### src/rtl/scs8hd_tapsw_seq.sv
// scs8hd_tapsw_seq: switched-tap power sequencer for one gated domain.
// Ramps NSEG header/tap segments one at a time, SETTLE cycles apart.
//
// Ports:
//   clk       sequencer clock, rising edge
//   resetb    asynchronous active-low reset
//   pwr_req   level request from the PMC (1 = domain on)
//   rbb_mode  apply reverse body bias while the domain is off
//   pwr_ack   domain fully powered and isolation released
//   sw_en     thermometer-coded segment enables (bit 0 first)
//   iso_en    output isolation of the gated domain (1 = isolated)
//   rbb_en    reverse-body-bias enable to the switched taps
//   busy      ramp in progress (up or down)
//
// Power pins (vpwr/vgnd/vpb/vnb) are not modelled in this variant.

module scs8hd_tapsw_seq #(
    parameter int NSEG   = 4,
    parameter int SETTLE = 8
) (
    input  logic            clk,
    input  logic            resetb,
    input  logic            pwr_req,
    input  logic            rbb_mode,
    output logic            pwr_ack,
    output logic [NSEG-1:0] sw_en,
    output logic            iso_en,
    output logic            rbb_en,
    output logic            busy
);

    typedef enum logic [1:0] {
        S_OFF = 2'd0,
        S_UP  = 2'd1,
        S_ON  = 2'd2,
        S_DN  = 2'd3
    } state_t;

    localparam logic [7:0]      CNT_LAST = 8'(SETTLE - 1);
    localparam logic [NSEG-1:0] SEG0     = NSEG'(1);

    state_t          state;
    logic [7:0]      cnt;

    // Segment stepping is a shift so the enables can only ever be
    // a thermometer code, one bit moving per change.
    logic [NSEG-1:0] sw_up;
    logic [NSEG-1:0] sw_dn;
    logic            sw_full;
    logic            settled;

    assign sw_up   = (sw_en << 1) | SEG0;
    assign sw_dn   = sw_en >> 1;
    assign sw_full = &sw_en;
    assign settled = (cnt == CNT_LAST);

    always_ff @(posedge clk or negedge resetb) begin
        if (!resetb) begin
            state   <= S_OFF;
            cnt     <= '0;
            sw_en   <= '0;
            iso_en  <= 1'b1;
            pwr_ack <= 1'b0;
            rbb_en  <= 1'b0;
            busy    <= 1'b0;
        end else begin
            unique case (state)
                S_OFF: begin
                    cnt <= '0;
                    if (pwr_req) begin
                        // Bias must be off before the first segment
                        // conducts, so both change on one edge.
                        state  <= S_UP;
                        sw_en  <= SEG0;
                        busy   <= 1'b1;
                        rbb_en <= 1'b0;
                    end else begin
                        rbb_en <= rbb_mode;
                    end
                end

                S_UP: begin
                    if (!pwr_req) begin
                        // Reversal: keep segments, restart settle.
                        state <= S_DN;
                        cnt   <= '0;
                    end else if (settled) begin
                        cnt <= '0;
                        if (sw_full) begin
                            state   <= S_ON;
                            pwr_ack <= 1'b1;
                            iso_en  <= 1'b0;
                            busy    <= 1'b0;
                        end else begin
                            sw_en <= sw_up;
                        end
                    end else begin
                        cnt <= cnt + 8'd1;
                    end
                end

                S_ON: begin
                    cnt <= '0;
                    if (!pwr_req) begin
                        // Isolate first; switches wait a full
                        // settle interval before the first drop.
                        state   <= S_DN;
                        pwr_ack <= 1'b0;
                        iso_en  <= 1'b1;
                        busy    <= 1'b1;
                    end
                end

                S_DN: begin
                    if (pwr_req) begin
                        state <= S_UP;
                        cnt   <= '0;
                    end else if (settled) begin
                        cnt   <= '0;
                        sw_en <= sw_dn;
                        if (sw_dn == '0) begin
                            state  <= S_OFF;
                            busy   <= 1'b0;
                            rbb_en <= rbb_mode;
                        end
                    end else begin
                        cnt <= cnt + 8'd1;
                    end
                end

                default: begin
                    state   <= S_OFF;
                    cnt     <= '0;
                    sw_en   <= '0;
                    iso_en  <= 1'b1;
                    pwr_ack <= 1'b0;
                    rbb_en  <= 1'b0;
                    busy    <= 1'b0;
                end
            endcase
        end
    end

endmodule

### config.mk
export PLATFORM = sky130hd
export DESIGN_NAME = scs8hd_tapsw_seq
export DESIGN_NICKNAME = d
export VERILOG_FILES = /design/src/rtl/scs8hd_tapsw_seq.sv
export SDC_FILE = /design/constraint.sdc
export NUM_CORES = 1
export LEC_CHECK = 0
export ABC_AREA = 1
export CAP_MARGIN = 20
export CORE_UTILIZATION = 51
export DETAILED_ROUTE_END_ITERATION = 16
export GPL_TIMING_DRIVEN = 0
export PLACE_DENSITY = 0.73
export REMOVE_ABC_BUFFERS = 1
export SYNTH_ARGS = -nofsm -noshare
export SYNTH_HDL_FRONTEND = slang
export SYNTH_SLANG_ARGS = --single-unit
### constraint.sdc
create_clock -name clk -period 2.2 [get_ports clk]
set_input_delay 0.44 -clock clk [delete_from_list [all_inputs] [get_ports clk]]
set_output_delay 0.44 -clock clk [all_outputs]
set_load 0.03 [all_outputs]
==> metrics.txt <==
status completed; routability congestion estimate 0.886; Die H 48.6 µm; Power Dens Cells 1410 mW/mm²; maximum VDD drop 0.936 mV; # Max-Cap Violations 0; worst-path cell chain clkdlybuf4s50_1; Core Footprint 0.00200 mm²; Simple-Gate Fraction of Synth Area 32.5%; Root Buffer clkbuf_4; Synth Instances 140; CP top delay family buffers and inverters; routed via count 931; first-pass iteration count of the detailed router 4; mux share of post-synthesis cell area 0%; Max Freq 511 MHz; # clock sinks 18; Post-synth EDFFs 0; PostCTS Resize Cnt 0; antenna violations before repair 0; post-route insts no fill 180; Worst Skew 0.00521 ns; most frequent cells in the layout nand2_1, nor2_1, dfrtp_1, inv_1; Req. time, crit path 1.76 ns; FP Rows 16; GRT Total Usage 21.5%; Routed wire per std cell 12.5 µm; final max-slew violation count 0; worst-path fanout max 2; average size of a mapped cell 7.90 µm²; WP data arrival 1.52 ns; # Post-CTS Setup Buffers 0; CTS tree yes; Worst-path clk slew 0.11 ns; Post-Route WL 2250 µm; Die W 48.6 µm; DR vias/cell 5.17; initial drt markers 21; I/O Pins 12; share of cells above drive strength 1 14.4%; Synth-to-Final Area Change 14.6%; Largest stage delay, worst path 0.66 ns; relative slew slack 43.0%; post-synthesis xor/xnor area fraction 2.38%; Cell Area, Synth 0.00111 mm²; Primary FF master, synth dfrtp_1; Final setup viols 0; Yosys reg bits 18; initial core utilization 55.3%; period utilization 88.9%; Psw 851 µW; CP startpoint kind flop; CP Buf/Inv Count 1; Compound-Gate Fraction of Synth Area 9.73%; hpwl dp 1740 µm; register area share after synthesis 40.8%; Clock power frac 11.8%; main combinational cell family by area after synthesis simple AND/OR/NAND/NOR gates; Slowest-stage cell, CP clkdlybuf4s50_1; GRT Residual Overflow 0; Inst Count DP 176; Final TNS setup 0 ns; static leakage power 0.605 nW; warnings from Yosys 0; min Tclk post-route 1.96 ns; Die ar. 0.00236 mm²; Int Pwr 937 µW; largest net degree at the start of global routing 19; fraction of the mapped netlist area in adder cells 6.79%; worst hold margin 0.476 ns; worst slew pin tran 0.853 ns; CTS HTree Levels 1; final net count 164; pre-CTS setup slack 0.343 ns; antenna viol nets, final 0; final hold viol count 0; combinational share of power 59.5%; r2r setup slk 0.39 ns; Clock Latency Late Sink 0.31 ns; first-pass GRT wire length 3890 µm; commonest non-fill, non-tap cell in the layout nand2_1; ANT cells 0; Post-synth ARST share 100%; post-route DRC violation count 0; post-cts hold buffer count 0; fin worst setup slack 0.243 ns; element type at the critical path end output port; Buffers on Ports 11; vias in the first global route 922; Reg power frac 28.7%; CTS max path bufs 2; Crit Path Category reg2out; RSZ-0062 raised after global routing false; Min-Delay Path Class reg2reg; switching fraction of total power 47.6%; cts bufs inserted 3; Cell variety after synth 28
## synth_stat cells (2+ instances only)
library cell	number	area share (%)
nand2_1	27	9.2
nor2_1	18	6.1
dfrtp_1	17	38
inv_1	14	4.8
nand3_1	11	5.0
ha_1	6	6.8
nand2_2	6	3.4
o21ai_1	6	2.7
a21oi_1	5	2.3
inv_2	4	1.4
o21ai_0	3	1.4
xor2_1	3	2.4
nand4_1	2	1.1
nor2_2	2	1.1
nor3_1	2	0.91
o21bai_1	2	1.4
## layout make-up
| type | count | area (µm²) |
|---|---|---|
| clock buffers | 4 | 36.3 |
| fillers | 199 | 734 |
| inverters | 18 | 67.6 |
| multi-input cells | 102 | 568 |
| flip-flops and latches | 18 | 452 |
| well taps | 27 | 33.8 |
| repair buffers | 11 | 110 |
## power by group through the flow
stage          Combinational, mW  Sequential, mW  Clock, mW
2_1_floorplan              0.658           0.635          0
3_3_place_gp                1.04           0.514          0
3_5_place_dp                1.07           0.520          0
4_1_cts                     1.07           0.514      0.214
5_1_grt                     1.18           0.527      0.228
6_report                    1.06           0.513      0.211
## worst register-to-register path, stage by stage, from the launching register on
cell and delay [ns]:
dfrtp_1 0.43, inv_1 0.12, ha_1 0.46, inv_1 0.19, nor2_1 0.23, nor2_4 0.05, nand3_4 0.09, nor2_1 0.05
a21oi_1 0.12
## metrics by stage
stage | area, µm² | util, % | total power, mW
6_report | 1270 | 63.3 | 1.79
5_1_grt | 1270 | 63.3 | 1.93
4_1_cts | 1270 | 63.3 | 1.80
3_5_place_dp | 1230 | 61.5 | 1.59
3_3_place_gp | 1230 | 61.5 | 1.55
2_1_floorplan | 1090 | - | 1.29
## final timing paths
| check | from | endpoint | cells past startpoint |
|---|---|---|---|
| min in group asynchronous | resetb | cnt[0] | 1 |
| worst min register to register | cnt[0] | cnt[0] | 1 |
| worst min-delay path | cnt[0] | cnt[0] | 1 |
| worst max-delay path | iso_en | iso_en | 1 |
| max in group asynchronous | resetb | sw_en[3] | 1 |
| worst max register to register | state[1] | sw_en[2] | 8 |
## logic make-up after synthesis
| kind of cell | count (synthesis) |
|---|---|
| AND/OR/NAND/NOR | 74 |
| buffers and inverters | 20 |
| AO/OA/AOI/OAI | 19 |
| flip-flops | 18 |
| adder cells (fa/ha/maj) | 6 |
| XOR/XNOR | 3 |
## flip-flops by register name, summed over array words and instances, names as in the netlist
| signal | flops |
|---|---|
| busy | 1 |
| cnt | 8 |
| iso_en | 1 |
| pwr_ack | 1 |
| rbb_en | 1 |
| state | 2 |
| sw_en | 4 |
## per-layer routing
metal  track usage, %  wire [µm]
met5                0          0
met4             9.80         46
met3             2.83         71
met2             38.3       1200
met1             25.8        936
Power figures use the tool's default switching activity.
